### src/rtl/instr_encoder_loader.sv
// instr_encoder_loader
//   Turns a stream of symbolic operations (op kind, rd, rs1, rs2, imm) into
//   RV32I instruction words and writes them to consecutive instruction-memory
//   word addresses through a request/acknowledge handshake. The boot/test
//   loader uses it to place a program before the core leaves reset.
//
// Parameters
//   ADDR_WIDTH  word-address width; memory holds 2**ADDR_WIDTH words
//   BASE_ADDR   first word address written after start
//
// Ports
//   clk, rst             clock (rising edge), asynchronous active-low reset
//   start                begins a load session when idle
//   in_valid / in_ready  operation handshake
//   in_op, in_rd, in_rs1, in_rs2, in_imm, in_last   operation fields
//   mem_we / mem_ack     write request (held until acknowledged)
//   mem_addr, mem_wdata  word address and encoded instruction
//   busy, done, full     status: not idle, end-of-session pulse, capacity hit
//   count                words written in the current session
//   op_err               sticky reserved-op flag (only with the macro below)
//
// Build option
//   INSTR_ENCODER_OP_CHECK_EN  reserved ops (6/7) are consumed without a
//                              write and raise op_err; otherwise they are
//                              written as NOP (0x00000013).
module instr_encoder_loader #(
  parameter int unsigned ADDR_WIDTH = 8,
  parameter int unsigned BASE_ADDR  = 0
) (
  input  logic                  clk,
  input  logic                  rst,
  input  logic                  start,
  input  logic                  in_valid,
  output logic                  in_ready,
  input  logic [2:0]            in_op,
  input  logic [4:0]            in_rd,
  input  logic [4:0]            in_rs1,
  input  logic [4:0]            in_rs2,
  input  logic [11:0]           in_imm,
  input  logic                  in_last,
  output logic                  mem_we,
  output logic [ADDR_WIDTH-1:0] mem_addr,
  output logic [31:0]           mem_wdata,
  input  logic                  mem_ack,
  output logic                  busy,
  output logic                  done,
  output logic                  full,
  output logic [ADDR_WIDTH:0]   count
`ifdef INSTR_ENCODER_OP_CHECK_EN
  ,
  output logic                  op_err
`endif
);

  localparam logic [1:0] S_IDLE  = 2'd0;
  localparam logic [1:0] S_LOAD  = 2'd1;
  localparam logic [1:0] S_WRITE = 2'd2;
  localparam logic [1:0] S_DONE  = 2'd3;

  localparam logic [ADDR_WIDTH-1:0] BASE     = ADDR_WIDTH'(BASE_ADDR);
  localparam logic [ADDR_WIDTH-1:0] ADDR_MAX = '1;

  logic [1:0]            state_q, state_d;
  logic [ADDR_WIDTH-1:0] addr_q,  addr_d;
  logic [31:0]           wdata_q, wdata_d;
  logic [ADDR_WIDTH:0]   count_q, count_d;
  logic                  last_q,  last_d;
  logic                  full_q,  full_d;
  logic [31:0]           enc;
`ifdef INSTR_ENCODER_OP_CHECK_EN
  logic                  err_q,   err_d;
  logic                  reserved;
  assign reserved = (in_op[2:1] == 2'b11);
  assign op_err   = err_q;
`endif

  // Field packing per op kind; BEQ's in_imm already holds offset[12:1].
  always_comb begin
    enc = 32'h0000_0013;
    case (in_op)
      3'd0: enc = {7'b0000000, in_rs2, in_rs1, 3'b000, in_rd, 7'b0110011};
      3'd1: enc = {7'b0100000, in_rs2, in_rs1, 3'b000, in_rd, 7'b0110011};
      3'd2: enc = {in_imm, in_rs1, 3'b000, in_rd, 7'b0010011};
      3'd3: enc = {in_imm, in_rs1, 3'b010, in_rd, 7'b0000011};
      3'd4: enc = {in_imm[11:5], in_rs2, in_rs1, 3'b010, in_imm[4:0], 7'b0100011};
      3'd5: enc = {in_imm[11], in_imm[9:4], in_rs2, in_rs1, 3'b000,
                   in_imm[3:0], in_imm[10], 7'b1100011};
      default: enc = 32'h0000_0013;
    endcase
  end

  always_comb begin
    state_d = state_q;
    addr_d  = addr_q;
    wdata_d = wdata_q;
    count_d = count_q;
    last_d  = last_q;
    full_d  = full_q;
`ifdef INSTR_ENCODER_OP_CHECK_EN
    err_d   = err_q;
`endif
    case (state_q)
      S_IDLE: begin
        if (start) begin
          state_d = S_LOAD;
          addr_d  = BASE;
          count_d = '0;
          full_d  = 1'b0;
`ifdef INSTR_ENCODER_OP_CHECK_EN
          err_d   = 1'b0;
`endif
        end
      end
      S_LOAD: begin
        if (in_valid) begin
`ifdef INSTR_ENCODER_OP_CHECK_EN
          if (reserved) begin
            // Consumed without a write; a reserved last op still ends the session.
            err_d = 1'b1;
            if (in_last) state_d = S_DONE;
          end else begin
            wdata_d = enc;
            last_d  = in_last;
            state_d = S_WRITE;
          end
`else
          wdata_d = enc;
          last_d  = in_last;
          state_d = S_WRITE;
`endif
        end
      end
      S_WRITE: begin
        if (mem_ack) begin
          count_d = count_q + (ADDR_WIDTH+1)'(1);
          addr_d  = addr_q + ADDR_WIDTH'(1);
          // Top word written: stop here so the address never wraps into a rewrite.
          if (addr_q == ADDR_MAX) full_d = 1'b1;
          state_d = (last_q || (addr_q == ADDR_MAX)) ? S_DONE : S_LOAD;
        end
      end
      default: state_d = S_IDLE;
    endcase
  end

  always_ff @(posedge clk or negedge rst) begin
    if (!rst) begin
      state_q <= S_IDLE;
      addr_q  <= BASE;
      wdata_q <= '0;
      count_q <= '0;
      last_q  <= 1'b0;
      full_q  <= 1'b0;
`ifdef INSTR_ENCODER_OP_CHECK_EN
      err_q   <= 1'b0;
`endif
    end else begin
      state_q <= state_d;
      addr_q  <= addr_d;
      wdata_q <= wdata_d;
      count_q <= count_d;
      last_q  <= last_d;
      full_q  <= full_d;
`ifdef INSTR_ENCODER_OP_CHECK_EN
      err_q   <= err_d;
`endif
    end
  end

  assign in_ready  = (state_q == S_LOAD);
  assign mem_we    = (state_q == S_WRITE);
  assign busy      = (state_q != S_IDLE);
  assign done      = (state_q == S_DONE);
  assign mem_addr  = addr_q;
  assign mem_wdata = wdata_q;
  assign full      = full_q;
  assign count     = count_q;

endmodule

### config.mk
export PLATFORM = sky130hd
export DESIGN_NAME = instr_encoder_loader
export DESIGN_NICKNAME = d
export VERILOG_FILES = /design/src/rtl/instr_encoder_loader.sv
export SDC_FILE = /design/constraint.sdc
export NUM_CORES = 1
export LEC_CHECK = 0
export CORE_MARGIN = 4
export CORE_UTILIZATION = 24
export DETAILED_ROUTE_END_ITERATION = 10
export HOLD_SLACK_MARGIN = 0.15
export SLEW_MARGIN = 20
export SYNTH_ARGS = -nofsm -noshare
export SYNTH_HDL_FRONTEND = slang
export SYNTH_SLANG_ARGS = --single-unit
export TNS_END_PERCENT = 50
### constraint.sdc
create_clock -name clk -period 1.76 [get_ports clk]
set_clock_uncertainty 0.15 [all_clocks]
set_input_delay 0.352 -clock clk [delete_from_list [all_inputs] [get_ports clk]]
set_output_delay 0.352 -clock clk [all_outputs]
set_load 0.02 [all_outputs]
==> metrics.txt, run 1 <==
RSZ-0062 raised after global routing=true; pwr/cell area=1290 nW/µm²; hold endpoint=mem_wdata[15]$_DFFE_PN0P_; root buf cell=clkbuf_8; Final Max Tran Viols=0; Hold Crit Class=flip-flop to flip-flop; R2R cell count=5; DRC viols=0; DP Worst Slack=-253 ps; clock sinks=48; Placer Congestion=0.797; syn_area_per_cell=9.72 µm²; post-layout min period=1790 ps; first-pass GRT wire length=11.7 mm; internal power=2.90 mW; critical path class=flip-flop to flip-flop; area grow syn2layout=54.6%; Switching Share=40.7%; Setup TNS=-67.7 ps; clk_lat worst skew=290 ps; largest net degree at the start of global routing=49; core area=9860 µm²; HP Start=mem_wdata[15]$_DFFE_PN0P_; Filler cells=999; RR Endpoint=count[6]$_DFFE_PN0P_; Initial Util=24.8%; startpoint types=flip-flop; antenna cells=0; switching power=1.99 mW; CTS Buffer Depth=2; Setup violations, final=5; share of cells above drive strength 1=20.9%; Yosys warnings=0; Reg clk slew, reported paths=90 ps; final core utilization=38.4%; EDFF count, synth=0; max_cap viols=0; CP Capture Type=flip-flop; clock network power share=12.8%; initial DRC count=67; die width=109 µm; Worst EP required=1840 ps; top_reg_cell synth=dfrtp_1; Final Cycle Share=102%; overall track demand over capacity in global routing=12.4%; I/O Buffers=85; Logic pwr share=51.2%; initial antenna violation count=0; via count=2328; worst ir drop on vdd=0.655 mV; wire per inst=14.2 µm; htree depth=2; Ports=90; final hold viol count=0; worst hold margin=321 ps; Post-Layout Cell Count=502; reg2reg setup slack=-30 ps; die footprint=11900 µm²; FFs w/ async S/R, synth=100%; DRT Pass-1 Iters=4; Synth area leader=dfrtp_1; post-route setup slack=-26.6 ps; # nets final=407; Detailed Route WL=7.14 mm; grt ovf=0; FF-to-FF Start=state_q[1]$_DFFE_PN0P_; failing checks=setup timing; post-synth top area share=49.1%; Syn Std Cell Area=2450 µm²; sequential area share after synthesis=49.1%; Worst EP arrival=1860 ps; remaining antenna violation count after routing=0; largest cells by area after synthesis=dfrtp_1, a221oi_1, nor2_1, mux2_2, nand2_1; Reg power frac=35.9%; TritonCTS clock tree=yes; Post-DP HPWL=5.33 mm; CTS buffer count=5; hold depth=2; Die Y=109 µm; outcome=finished, violations left; FP Rows=36; vias in the first global route=2301; Synth Register Bits=48; Leakage=1.76 nW; Syn Inst Count=252; Synth cell types=42; achievable frequency=0.560 GHz; worst-path fanout max=22; DR vias/cell=4.64; most frequent cells in the layout=dfrtp_1, dlygate4sd2_1, buf_4, nor2_1, clkdlybuf4s50_1; placed instance count=487; commonest non-fill, non-tap cell in the layout=dfrtp_1
routing by layer:
metal	vias to the layer above	GRT usage (%)	wire (µm)
li1	1138	-	-
met1	1112	16.3	3240
met2	74	20.1	3340
met3	4	3.79	516
met4	0	2.71	46
met5	-	0	0
critical path, stage by stage (launching register included):
cell	delay, ps
dfrtp_1	430
buf_6	150
mux2i_1	140
clkbuf_16	200
or4_4	510
a21oi_2	140
registers in the layout, summed over array words and instances, names as in the netlist:
signal     cells
state_q        2
count          9
mem_wdata     27
full           1
mem_addr       8
last_q         1
synth_stat cells, types with 3 or more instances:
cell type  number
dfrtp_1        48
nor2_1         35
nand2_1        26
a221oi_1       15
a21oi_1        11
mux2_2         10
nand3_1        10
o21ai_0         9
clkbuf_1        8
inv_1           7
o31ai_1         7
buf_2           6
or4_1           6
buf_4           5
mux2i_1         5
nand2b_1        5
a22o_1          3
nand3b_1        3
nor2b_1         3
how the worst max path moves through the flow:
stage                                      start                         to  slack, ps  cells past startpoint
after floorplan                         in_op[0]  mem_wdata[10]$_DFFE_PN0P_         20                      5
after global placement                   mem_ack       count[8]$_DFFE_PN0P_       -230                      6
after detailed placement                 mem_ack       count[5]$_DFFE_PN0P_       -250                      5
after CTS                 state_q[1]$_DFFE_PN0P_       count[6]$_DFFE_PN0P_        -30                      5
after global routing      state_q[1]$_DFFE_PN0P_       count[6]$_DFFE_PN0P_        -80                      5
final                     state_q[1]$_DFFE_PN0P_       count[6]$_DFFE_PN0P_        -30                      5
through the flow:
step | power (mW) | area, µm²
2_1_floorplan | 3.06 | 2460
3_3_place_gp | 4.41 | 3660
3_5_place_dp | 4.45 | 3660
4_1_cts | 4.90 | 3730
5_1_grt | 5.27 | 3790
6_report | 4.89 | 3790
cell type report:
| type | instances | area (µm²) | area share (%) |
|---|---|---|---|
| clock inverters | 1 | 5.00 | 0.132 |
| repair buffers | 127 | 1140 | 30.2 |
| multi-input cells | 180 | 1170 | 30.9 |
| flip-flops and latches | 48 | 1200 | 31.8 |
| clock buffers | 6 | 72.6 | 1.92 |
| inverters | 7 | 26.3 | 0.694 |
| well taps | 133 | 166 | 4.40 |
power groups by stage:
stage,registers [mW],logic [mW],clock network [mW]
after floorplan,2.18,0.878,0
after global placement,1.80,2.62,0
after detailed placement,1.80,2.64,0
after CTS,1.76,2.48,0.665
after global routing,1.81,2.75,0.708
final,1.76,2.50,0.626
kinds of logic after synthesis:
| kind of cell | after synthesis | share of synthesized area [%] |
|---|---|---|
| and+or+nand+nor | 106 | 22.2 |
| AOI/OAI and AO/OA | 52 | 15.1 |
| DFF | 48 | 49.1 |
| buffers and inverters | 27 | 5.52 |
| muxes | 15 | 6.64 |
| adders and majority gates | 2 | 1.02 |
| other | 1 | 0.153 |
| xor gates and xnor gates | 1 | 0.358 |
repair_timing:
item / CTS / global route
endpoints found under the hold margin: 48 / 0
buffers inserted: 6 / 1
endpoints found under the setup margin: 58 / 13
pin swaps: 3 / 2
resized for setup: 66 / 11
hold buffers: 1 / 0
(Power assumes the default switching activity.)
==> inputs of run 2 (changes only) <==
--- a/config.mk
+++ b/config.mk
@@ -9,6 +9,8 @@
 export CORE_UTILIZATION = 24
 export DETAILED_ROUTE_END_ITERATION = 10
 export HOLD_SLACK_MARGIN = 0.15
+export SETUP_SLACK_MARGIN = 0.5
+export SKIP_CTS_REPAIR_TIMING = 1
 export SLEW_MARGIN = 20
 export SYNTH_ARGS = -nofsm -noshare
 export SYNTH_HDL_FRONTEND = slang
==> metrics.txt, run 2 (synthesis results as in run 1) <==
post-route setup slack=62.7 ps; CTS buffer count=5; Hold Crit Class=flip-flop to flip-flop; initial antenna violation count=0; Setup violations, final=0; die width=109 µm; crit path cell chain=clkdlybuf4s50_1 -> buf_4 -> mux2_2 -> a221oi_1 -> nor2_1; grt ovf=0; clk_lat worst skew=290 ps; vias in the first global route=2327; placed instance count=486; htree depth=2; max_cap viols=0; Worst EP arrival=1730 ps; worst ir drop on vdd=0.447 mV; worst-path fanout max=7; initial DRC count=76; most frequent cells in the layout=buf_4, buf_6, nor2_1, dfrtp_1, clkdlybuf4s50_1; Reg clk slew, reported paths=90 ps; wire per inst=15.2 µm; I/O Buffers=85; Die Y=109 µm; die footprint=11900 µm²; achievable frequency=0.589 GHz; Detailed Route WL=7.93 mm; slowest stage delay, CP=470 ps; DRC viols=0; Final Cycle Share=96.4%; commonest non-fill, non-tap cell in the layout=buf_4; Initial Util=24.8%; max FFs per register=27; first-pass GRT wire length=12.2 mm; critical path class=primary input to flip-flop; Area after DPL=3840 µm²; area of the multi-input gates=1300 µm²; Worst EP required=1800 ps; via count=2402; fin area=4240 µm²; Post-DP HPWL=5.75 mm; share of cells above drive strength 1=42.8%; antenna cells=0; Final Max Tran Viols=0; worst hold margin=323 ps; pwr/cell area=1330 nW/µm²; remaining antenna violation count after routing=0; Leakage=1.94 nW; overall track demand over capacity in global routing=12.9%; Placer Congestion=0.779; Filler cells=959; largest net degree at the start of global routing=49; Setup TNS=0 ps; final core utilization=43.0%; register area=1220 µm²; final hold viol count=0; CP Capture Type=flip-flop; Power Total=5.65 mW; FP Rows=36; # nets final=425; Ports=90; outcome=finished clean; root buf cell=clkbuf_8; Post-Layout Cell Count=521; area grow syn2layout=73.3%; DP Worst Slack=-256 ps; RSZ-0062 raised after global routing=true; DRT Pass-1 Iters=4; TritonCTS clock tree=yes; CP max stage cell=clkdlybuf4s50_1; CTS Buffer Depth=2; DR vias/cell=4.61; startpoint types=primary input; clock sinks=48; post-layout min period=1700 ps; core area=9860 µm²
## run 2: cell types whose count changed in the layout (fill, tap and decap cells not counted), sizes merged
cell	before	now
buf	45	100
clkbuf	7	12
clkdlybuf4s50	34	33
clkinv	1	0
dlygate4sd2	46	0
dlymetal6s2s	0	7
## run 2: cell type report
cell class                      instances  area share, %
Clock buffer                            8           2.12
Inverter                                7          0.619
Multi-Input combinational cell        180           30.7
Sequential cell                        48           28.7
Tap cell                              133           3.92
Timing Repair Buffer                  145           33.9
## run 2: worst paths after layout
check / cells past startpoint / endpoint / startpoint / slack [ps]
max: 5 / mem_wdata[10]$_DFFE_PN0P_ / in_op[0] / 60
min: 2 / mem_wdata[19]$_DFFE_PN0P_ / mem_wdata[19]$_DFFE_PN0P_ / 320
max reg2reg: 4 / count[3]$_DFFE_PN0P_ / state_q[0]$_DFFE_PN0P_ / 80
min reg2reg: 2 / mem_wdata[19]$_DFFE_PN0P_ / mem_wdata[19]$_DFFE_PN0P_ / 320
max in group asynchronous: 3 / mem_addr[6]$_DFFE_PN0P_ / rst / 780
min in group asynchronous: 3 / mem_wdata[1]$_DFFE_PN0P_ / rst / 430
## run 2: where the power goes
part | internal (mW) | switching, mW
Clock | 0.322 | 0.372
Combinational | 1.62 | 1.46
Sequential | 1.51 | 0.368
## run 2: metal layers
metal,vias up,share of wire [%],track usage [%]
met3,6,6.7,3.55
met2,71,48,21.2
li1,1169,-,-
met5,-,0,0
met4,0,0.57,2.07
met1,1156,44,17.2
## run 2: critical path: cells and delay by family
family / cells / cell delay, ps
mux: 1 / 350
buf+inv: 2 / 640
simple gates: 1 / 70
compound gates: 1 / 320
